File: config.mk
export PLATFORM = sky130hd
export DESIGN_NAME = serial_sample_assembler_flat
export DESIGN_NICKNAME = d
export VERILOG_FILES = /design/src/rtl/serial_sample_assembler_if.sv /design/src/rtl/serial_sample_assembler.sv /design/src/flat_wrapper.sv
export SDC_FILE = /design/constraint.sdc
export NUM_CORES = 1
export LEC_CHECK = 0
export ABC_CLOCK_PERIOD_IN_PS = 5400
export BUFFER_PORTS_ARGS = -buffer_cell sky130_fd_sc_hd__buf_2
export CORE_MARGIN = 2
export CORE_UTILIZATION = 51
export CTS_CLUSTER_DIAMETER = 100
export CTS_CLUSTER_SIZE = 14
export DETAILED_ROUTE_END_ITERATION = 8
export GPL_ROUTABILITY_DRIVEN = 0
export PLACE_DENSITY = 0.76
export SETUP_SLACK_MARGIN = 0.4
export SLEW_MARGIN = 15
export SYNTH_ARGS = -nofsm -noshare
export SYNTH_HDL_FRONTEND = slang
export SYNTH_SLANG_ARGS = --single-unit
export TNS_END_PERCENT = 10
File: constraint.sdc
create_clock -name iClock -period 5.4 [get_ports iClock]
set_clock_uncertainty 0.05 [all_clocks]
set_input_delay 0.54 -clock iClock [delete_from_list [all_inputs] [get_ports iClock]]
set_output_delay 0.54 -clock iClock [all_outputs]
set_load 0.05 [all_outputs]
File: src/rtl/serial_sample_assembler_if.sv
// Byte-stream, downstream-handshake and sample-lane bundle for serial_sample_assembler.
interface serial_sample_assembler_if #(
  parameter int unsigned IDX_W = 32
);
  logic             iByte_unused_guard;
  logic [7:0]       iByte;
  logic             iByteValid;
  logic             oByteReady;
  logic             iStart;
  logic             iNextSample;
  logic             oPreparingNextSample;
  logic             oWriteSample;
  logic [3:0][7:0]  oCurrentSerialInput;
  logic [3:0][7:0]  oCurrentSerialExpectedOutput;
  logic [3:0][7:0]  oCurrentSerialValidOutput;
  logic [IDX_W-1:0] oSampleIndex;
  logic             oDone;
  logic             oOverrun;

  // Source side: feeds bytes, start pulses and downstream idle status.
  modport master (
    output iByte, iByteValid, iStart, iNextSample,
    input  oByteReady, oPreparingNextSample, oWriteSample,
    input  oCurrentSerialInput, oCurrentSerialExpectedOutput, oCurrentSerialValidOutput,
    input  oSampleIndex, oDone, oOverrun
  );

  // Assembler side.
  modport slave (
    input  iByte, iByteValid, iStart, iNextSample,
    output oByteReady, oPreparingNextSample, oWriteSample,
    output oCurrentSerialInput, oCurrentSerialExpectedOutput, oCurrentSerialValidOutput,
    output oSampleIndex, oDone, oOverrun
  );
endinterface

File: src/rtl/serial_sample_assembler.sv
// Assembles 12 serial bytes into one 4-lane sample group (input, expected,
// valid-mask) and hands each group to the downstream stage with a
// request/write handshake, NUM_GROUPS groups per load.
module serial_sample_assembler #(
  parameter int unsigned NUM_GROUPS = 6,
  parameter int unsigned IDX_W      = 32
) (
  input logic                   iClock,
  input logic                   iResetN,
  serial_sample_assembler_if.slave bus
);
  localparam int unsigned CNT_W    = 4;
  localparam int unsigned LAST_POS = 11;

  typedef enum logic [2:0] {
    S_IDLE,
    S_COLLECT,
    S_REQUEST,
    S_WRITE,
    S_DONE
  } state_t;

  state_t           state_q, state_d;
  logic [CNT_W-1:0] cnt_q, cnt_d;
  logic [IDX_W-1:0] idx_q, idx_d;
  logic [3:0][7:0]  in_q, in_d;
  logic [3:0][7:0]  exp_q, exp_d;
  logic [3:0][7:0]  vld_q, vld_d;
  logic             ovr_q, ovr_d;
  logic             prep_q, prep_d;
  logic             wr_q, wr_d;
  logic             ready_q, ready_d;
  logic             done_q, done_d;
  logic             byte_accept;

  // Next-state, datapath and registered-output decode.
  always_comb begin
    state_d     = state_q;
    cnt_d       = cnt_q;
    idx_d       = idx_q;
    in_d        = in_q;
    exp_d       = exp_q;
    vld_d       = vld_q;
    ovr_d       = ovr_q;
    prep_d      = 1'b0;
    wr_d        = 1'b0;
    byte_accept = ready_q & bus.iByteValid;

    // A byte offered while not ready is lost; flagged until the next start.
    if (bus.iByteValid && !ready_q && (state_q != S_IDLE)) begin
      ovr_d = 1'b1;
    end

    case (state_q)
      S_IDLE, S_DONE: begin
        if (bus.iStart) begin
          cnt_d   = '0;
          idx_d   = '0;
          ovr_d   = 1'b0;
          state_d = S_COLLECT;
        end
      end
      S_COLLECT: begin
        if (byte_accept) begin
          case (cnt_q[3:2])
            2'd0:    in_d[cnt_q[1:0]]  = bus.iByte;
            2'd1:    exp_d[cnt_q[1:0]] = bus.iByte;
            default: vld_d[cnt_q[1:0]] = bus.iByte;
          endcase
          if (cnt_q == CNT_W'(LAST_POS)) begin
            cnt_d   = '0;
            state_d = S_REQUEST;
            // Downstream already idle: request in the first REQUEST cycle.
            prep_d  = bus.iNextSample;
          end else begin
            cnt_d = cnt_q + CNT_W'(1);
          end
        end
      end
      S_REQUEST: begin
        if (prep_q) begin
          wr_d    = 1'b1;
          state_d = S_WRITE;
        end else if (bus.iNextSample) begin
          prep_d = 1'b1;
        end
      end
      S_WRITE: begin
        idx_d = idx_q + IDX_W'(1);
        if (idx_d == IDX_W'(NUM_GROUPS)) begin
          state_d = S_DONE;
        end else begin
          state_d = S_COLLECT;
        end
      end
      default: state_d = S_IDLE;
    endcase

    ready_d = (state_d == S_COLLECT);
    done_d  = (state_d == S_DONE);
  end

  // State and output registers; reset aborts any load in progress.
  always_ff @(posedge iClock or negedge iResetN) begin
    if (!iResetN) begin
      state_q <= S_IDLE;
      cnt_q   <= '0;
      idx_q   <= '0;
      in_q    <= '0;
      exp_q   <= '0;
      vld_q   <= '0;
      ovr_q   <= 1'b0;
      prep_q  <= 1'b0;
      wr_q    <= 1'b0;
      ready_q <= 1'b0;
      done_q  <= 1'b0;
    end else begin
      state_q <= state_d;
      cnt_q   <= cnt_d;
      idx_q   <= idx_d;
      in_q    <= in_d;
      exp_q   <= exp_d;
      vld_q   <= vld_d;
      ovr_q   <= ovr_d;
      prep_q  <= prep_d;
      wr_q    <= wr_d;
      ready_q <= ready_d;
      done_q  <= done_d;
    end
  end

  assign bus.oByteReady                   = ready_q;
  assign bus.oPreparingNextSample         = prep_q;
  assign bus.oWriteSample                 = wr_q;
  assign bus.oCurrentSerialInput          = in_q;
  assign bus.oCurrentSerialExpectedOutput = exp_q;
  assign bus.oCurrentSerialValidOutput    = vld_q;
  assign bus.oSampleIndex                 = idx_q;
  assign bus.oDone                        = done_q;
  assign bus.oOverrun                     = ovr_q;
endmodule

File: src/flat_wrapper.sv
// flat-port wrapper written by rule: the top's interface ports become plain ports
module serial_sample_assembler_flat 
#(
  parameter int unsigned NUM_GROUPS = 6,
  parameter int unsigned IDX_W      = 32
)
  (iClock, iResetN, bus_iByte, bus_iByteValid, bus_iStart, bus_iNextSample, bus_oByteReady, bus_oPreparingNextSample, bus_oWriteSample, bus_oCurrentSerialInput, bus_oCurrentSerialExpectedOutput, bus_oCurrentSerialValidOutput, bus_oSampleIndex, bus_oDone, bus_oOverrun);
  serial_sample_assembler_if #(.IDX_W(IDX_W)) bus_i ();
  input logic iClock;
  input logic iResetN;
  input wire logic [$bits(bus_i.iByte)-1:0] bus_iByte;
  input wire logic [$bits(bus_i.iByteValid)-1:0] bus_iByteValid;
  input wire logic [$bits(bus_i.iStart)-1:0] bus_iStart;
  input wire logic [$bits(bus_i.iNextSample)-1:0] bus_iNextSample;
  output wire logic [$bits(bus_i.oByteReady)-1:0] bus_oByteReady;
  output wire logic [$bits(bus_i.oPreparingNextSample)-1:0] bus_oPreparingNextSample;
  output wire logic [$bits(bus_i.oWriteSample)-1:0] bus_oWriteSample;
  output wire logic [$bits(bus_i.oCurrentSerialInput)-1:0] bus_oCurrentSerialInput;
  output wire logic [$bits(bus_i.oCurrentSerialExpectedOutput)-1:0] bus_oCurrentSerialExpectedOutput;
  output wire logic [$bits(bus_i.oCurrentSerialValidOutput)-1:0] bus_oCurrentSerialValidOutput;
  output wire logic [$bits(bus_i.oSampleIndex)-1:0] bus_oSampleIndex;
  output wire logic [$bits(bus_i.oDone)-1:0] bus_oDone;
  output wire logic [$bits(bus_i.oOverrun)-1:0] bus_oOverrun;
  assign bus_i.iByte = bus_iByte;
  assign bus_i.iByteValid = bus_iByteValid;
  assign bus_i.iStart = bus_iStart;
  assign bus_i.iNextSample = bus_iNextSample;
  assign bus_oByteReady = bus_i.oByteReady;
  assign bus_oPreparingNextSample = bus_i.oPreparingNextSample;
  assign bus_oWriteSample = bus_i.oWriteSample;
  assign bus_oCurrentSerialInput = bus_i.oCurrentSerialInput;
  assign bus_oCurrentSerialExpectedOutput = bus_i.oCurrentSerialExpectedOutput;
  assign bus_oCurrentSerialValidOutput = bus_i.oCurrentSerialValidOutput;
  assign bus_oSampleIndex = bus_i.oSampleIndex;
  assign bus_oDone = bus_i.oDone;
  assign bus_oOverrun = bus_i.oOverrun;
  serial_sample_assembler #(.NUM_GROUPS(NUM_GROUPS), .IDX_W(IDX_W)) u_core (.iClock(iClock), .iResetN(iResetN), .bus(bus_i));
endmodule
## Word level (Yosys, flattened, before mapping)

Index checks and enable logic that the tools add are counted.

| operators by class | value |
|---|---|
| $add $sub $neg | 2 |
| order comparisons | 2 |
| equality and inequality tests | 11 |
| multiplexer cells | 27 |
| bitwise operators | 2 |
| reduce and logical (&&, ||, !) cells | 16 |

Operators by type and width:

| cell | count |
|---|---|
| $bwmux 32 | 3 |
| $pmux 32 s2 | 1 |
| $add 32x1->32 const B | 1 |
| $eq 32x3->1 const B | 1 |
| $mux 32 | 1 |
| $demux 8 s2 | 1 |
| $mux 3 | 5 |
| $mux 4 | 3 |
| $pmux 3 s4 | 1 |
| $reduce_and 3->1 | 4 |
| $mux 1 | 9 |
| $mux 8 | 1 |
| $pmux 4 s2 | 1 |
| $eq 3x1->1 const B | 2 |
| $eq 3x2->1 const B | 2 |
| $eq 3x3->1 const B | 2 |
| $add 4x1->4 const B | 1 |
| $eq 4x4->1 const B | 1 |
| $reduce_bool 2->1 | 2 |
| $reduce_or 2->1 | 2 |
| $logic_and 1x1->1 | 3 |
| $logic_not 3->1 | 1 |
| $lt 2x3->1 const B | 1 |
| $reduce_bool 3->1 | 1 |
| 10 further kinds | 10 |

| word-level totals | value |
|---|---|
| bits in registers | 140 |
| logic and storage cells | 80 |

## Longest topological paths before layout

| depth | value |
|---|---|
| depth in word-level cells | 6 |
| mapped depth | 9 |
| depth with buffers taken out | 8 |

## Least setup slack after synthesis

Ideal clock, no wire load.

| timing path | value |
|---|---|
| path type | flip-flop to flip-flop |
| from | reg u_core.idx_q[0] (netlist: u_core.bus.oSampleIndex[0]) |
| to | reg u_core.done_q (netlist: u_core.bus.oDone) |
| data arrival time | 2.866 ns |
| setup slack | 2.418 ns |
| cell stages (with the launch flop) | 9 |
| period minus slack after synthesis | 2.982 ns |
| path through | dfrtp_1 -> ha_1 -> nand3_4 -> or4_4 -> nor3_4 -> nand4_1 -> a221o_1 -> nor4_4 -> a22o_1 |

| on the way | value |
|---|---|
| cells in the longest elaborated chain, start to end | 5 |

Ends and longest elaborated chain:

| what | line | source |
|---|---|---|
| from (decl) | serial_sample_assembler.sv:25 | `logic [IDX_W-1:0] idx_q, idx_d;` |
| from (signal assigned) | serial_sample_assembler.sv:120 | `idx_q <= idx_d;` |
| $add 32x1->32 | serial_sample_assembler.sv:89 | `idx_d = idx_q + IDX_W'(1);` |
| $eq 32x3->1 | serial_sample_assembler.sv:90 | `if (idx_d == IDX_W'(NUM_GROUPS)) begin` |
| $mux 3 | serial_sample_assembler.sv:90 |  |
| $pmux 3 s4 | serial_sample_assembler.sv:54 | `case (state_q)` |
| $eq 3x3->1 | serial_sample_assembler.sv:100 | `done_d = (state_d == S_DONE);` |
| via u_core.done_d | serial_sample_assembler.sv:33 | `logic done_q, done_d;` |
| to (signal assigned) | serial_sample_assembler.sv:128 | `done_q <= done_d;` |
| to (decl) | serial_sample_assembler.sv:33 |  |

The timed path passes the listed nets, and every way through them passes these cells.
A chain may end at the register's enable or synchronous reset.

## Final worst setup path

| timing path | value |
|---|---|
| from | reg u_core.idx_q[0] (netlist: u_core.bus.oSampleIndex[0]) |
| to | reg u_core.ready_q (netlist: u_core.bus.oByteReady) |

| on the way | value |
|---|---|
| cells in the longest elaborated chain, start to end | 5 |

Ends and longest elaborated chain:

| what | line | source |
|---|---|---|
| $add 32x1->32 | serial_sample_assembler.sv:89 |  |
| $eq 32x3->1 | serial_sample_assembler.sv:90 |  |
| $mux 3 | serial_sample_assembler.sv:90 |  |
| $pmux 3 s4 | serial_sample_assembler.sv:54 |  |
| $eq 3x1->1 | serial_sample_assembler.sv:99 | `ready_d = (state_d == S_COLLECT);` |
| via u_core.ready_d | serial_sample_assembler.sv:32 | `logic ready_q, ready_d;` |
| to (signal assigned) | serial_sample_assembler.sv:127 | `ready_q <= ready_d;` |
| to (decl) | serial_sample_assembler.sv:32 |  |

The timed path passes the listed nets, and every way through them passes these cells.

==> impl_metrics.yaml <==
pwr:
  powerDensity_nw_per_um2: 634
  ir_worst_vdd_mv: 0.523
  power.static_leakage_uw: 0.00393
sta:
  finalCriticalPeriod_ps: 2940
  slew_viol_final: 0
  worst_margin_pin_slew_ps: 975
  grt_setup_unrepaired: "no"
  fin_tns_setup_ps: 0
  timing.final.ws_setup_ps: 2460
  hold_slack_ps: 123
  remaining_max_slew_budget_at_the_tightest_pin_pct: 35.0
  finalSetupViolations: 0
  fmaxAchievable_mhz: 341
  report.final.hold_viol_count: 0
  post-route-period-util_pct: 54.4
synth:
  syn_area_sq_um: 6570
  synth_edf_count: 0
  synth_top_area_cell: "sky130_fd_sc_hd__dfrtp_1"
  synth_top_cell_area_share_pct: 53.3
  dominant_synthesized_flop_cell: "sky130_fd_sc_hd__dfrtp_1"
  yosys_register_bits: 140
  postSynth.asyncResetShare_pct: 100
  synth.yosys.seq_area_share_pct: 53.3
  yosys_warnings: 0
  synth.area.top_cells: "sky130_fd_sc_hd__dfrtp_1 53%, sky130_fd_sc_hd__mux2_2 16%, sky130_fd_sc_hd__o21ai_0 3.9%"
  yosys.cell_types.count: 54
  synthesis.area_per_instance_sq_um: 11.5
  mappedNetlistNets: 593
  syn_inst: 574
route:
  detail_route.wl_per_cell_um: 18.4
  postRouteAntennaNets: 0
  drc: 0
  drt-met1-wl_um: 6820
  routed.top_layer: "met4"
  firstDrtPassIters: 5
  met3WireLength_um: 1290
  routed-wl-met2_um: 7830
  via_count: 5106
  vias_per_cell: 5.76
  drt_iter0_drc: 437
  routed_wl_um: 16300
layout:
  final_area_sq_um: 8000
  num_antenna_cells: 0
  final_nets: 720
  num-fill-cells: 1022
  layout-drive-gt1-share_pct: 40.2
  area_delta_synth_final_pct: 21.7
critical_path:
  crit_required_ps: 5600
  criticalPathCategory: "reg -> reg"
  setup.worst_path.end_class: "flop"
  crit_path_max_fanout: 10
  critPathArrivalTime_ps: 3140
  critical_path.startpoint_type: "flop"
global_routing:
  grt_antenna_before_repair: 0
  grt.overflow.total: 0
  grt_usage_pct: 24.3
  grt_pass1_vias: 4997
  grt_pass1_wl_um: 26700
  grt_start_max_net_pins: 83
clocking:
  cts_setup_buffers: 0
  clock_slew_seen_by_the_registers_of_the_worst_setup_and_hold_paths_ps: 60
  htree_num_levels: 4
  cts_hold_buffers: 0
  clock_net_sink_count: 140
  cts-buffers-inserted: 17
  postCtsResizedCells: 0
  tritoncts: "yes"
  clock_tree_buffer_depth: 2
  clock_latency_ps: 420
  cts_root_buffer: "sky130_fd_sc_hd__clkbuf_16"
floorplanning:
  core.rowCount: 41
  die_y_um: 118
  fp.coreArea_sq_um: 12600
  die_area_sq_um: 13800
  io_pins: 146
  floorplan.die.width_um: 118
  start_util_pct: 52.1
place:
  buffer_ports.inserted: 145
  pre_cts_slack_ps: 2470
  dp_hpwl_um: 11300
  dpl_cell_area_sq_um: 7370
flow_run:
  cap_violations: 0
min_path:
  timing.hold.worst.class: "in -> async"
status:
  outcome: "complete, no violations"
registers in the layout, indices dropped and copies added (netlist names):
register                                 count
u_core.state_q                               3
u_core.bus.oCurrentSerialInput              32
u_core.bus.oDone                             1
u_core.bus.oPreparingNextSample              1
u_core.bus.oWriteSample                      1
u_core.bus.oOverrun                          1
u_core.bus.oByteReady                        1
u_core.bus.oCurrentSerialExpectedOutput     32
u_core.bus.oSampleIndex                     32
u_core.cnt_q                                 4
u_core.bus.oCurrentSerialValidOutput        32
per-stage QoR:
stage          utilization, %  std cells  power (uW)
6_report                 63.4        886        5070
5_1_grt                  63.4        886        5280
4_1_cts                  63.4        886        5100
3_5_place_dp             58.4        854        3860
3_3_place_gp             58.4        854        3790
2_1_floorplan               -        574        3300
placed cells by master, fill, tap and decap left out, drive strengths merged, types with 8 or more instances in the layout:
master,instances
buf,148
mux2,96
nand2,35
nand4,16
nor3,8
inv,11
clkbuf,21
nand3,39
xnor2,12
a21oi,19
nor2,26
dfrtp,140
o21ai,51
logic make-up after synthesis:
kind of cell             share of synthesized area, %
multiplexers                                     16.8
AND/OR/NAND/NOR                                  14.5
buffers and inverters                            3.06
adder cells (fa/ha/maj)                          1.14
XOR/XNOR                                         2.40
flip-flops                                       53.3
AO/OA/AOI/OAI                                    8.81
cell type report:
class / instances / area, sq um / share of cell area (%)
multi-input cells: 386 / 2870 / 35.9
repair buffers: 148 / 754 / 9.43
well taps: 172 / 215 / 2.69
clock buffers: 21 / 470 / 5.88
inverters: 8 / 30.0 / 0.375
clock inverters: 11 / 158 / 1.97
flip-flops and latches: 140 / 3500 / 43.8
layer usage:
metal  GRT usage (%)  vias to the layer above
met3            7.41                       31
met1            31.6                     2544
met2            38.3                      205
met5               0                        -
met4            9.26                        0
li1                -                     2326
cell usage after synthesis (6+ instances only):
library cell               count
sky130_fd_sc_hd__a21oi_1      19
sky130_fd_sc_hd__and2_1        6
sky130_fd_sc_hd__and3_1        7
sky130_fd_sc_hd__buf_2         8
sky130_fd_sc_hd__clkbuf_1     27
sky130_fd_sc_hd__dfrtp_1     140
sky130_fd_sc_hd__ha_1          6
sky130_fd_sc_hd__inv_1         8
sky130_fd_sc_hd__mux2_2       96
sky130_fd_sc_hd__nand2_1      35
sky130_fd_sc_hd__nand3_1      37
sky130_fd_sc_hd__nand4_1      15
sky130_fd_sc_hd__nor2_1       25
sky130_fd_sc_hd__nor3_1        6
sky130_fd_sc_hd__o21ai_0      51
sky130_fd_sc_hd__o31ai_1       6
sky130_fd_sc_hd__xnor2_1      12
sky130_fd_sc_hd__xor2_1        6
final timing paths:
kind | startpoint | slack, ps | cells after the start | to
hold / removal | iResetN | 120 | 1 | u_core.bus.oCurrentSerialInput[6]$_DFFE_PN0P_
setup reg to reg | u_core.bus.oSampleIndex[0]$_DFFE_PN0P_ | 2460 | 8 | u_core.bus.oByteReady$_DFF_PN0_
setup / recovery | u_core.bus.oSampleIndex[0]$_DFFE_PN0P_ | 2460 | 8 | u_core.bus.oByteReady$_DFF_PN0_
hold reg to reg | u_core.bus.oCurrentSerialInput[18]$_DFFE_PN0P_ | 450 | 1 | u_core.bus.oCurrentSerialInput[18]$_DFFE_PN0P_
max in group asynchronous | iResetN | 3950 | 2 | u_core.bus.oCurrentSerialInput[25]$_DFFE_PN0P_
min in group iClock | bus_iNextSample | 280 | 2 | u_core.bus.oPreparingNextSample$_DFF_PN0_
critical path, cell delays in order (launching register included):
cell and delay [ps]:
sky130_fd_sc_hd__dfrtp_1 480, sky130_fd_sc_hd__ha_1 310, sky130_fd_sc_hd__nand3_4 170, sky130_fd_sc_hd__nor4_4 560, sky130_fd_sc_hd__and4_1 370, sky130_fd_sc_hd__a31oi_1 130, sky130_fd_sc_hd__a2111o_1 350, sky130_fd_sc_hd__nor4_4 240
sky130_fd_sc_hd__a21oi_1 120
power by group:
part	internal [uW]	switching, uW	leakage (uW)	total (uW)
combinational	571	1650	0.00182	2220
sequential	1410	211	0.00180	1620
clock	771	460	0.000306	1230
total	2750	2320	0.00393	5070
No activity file was read; power rests on OpenSTA's default activity.
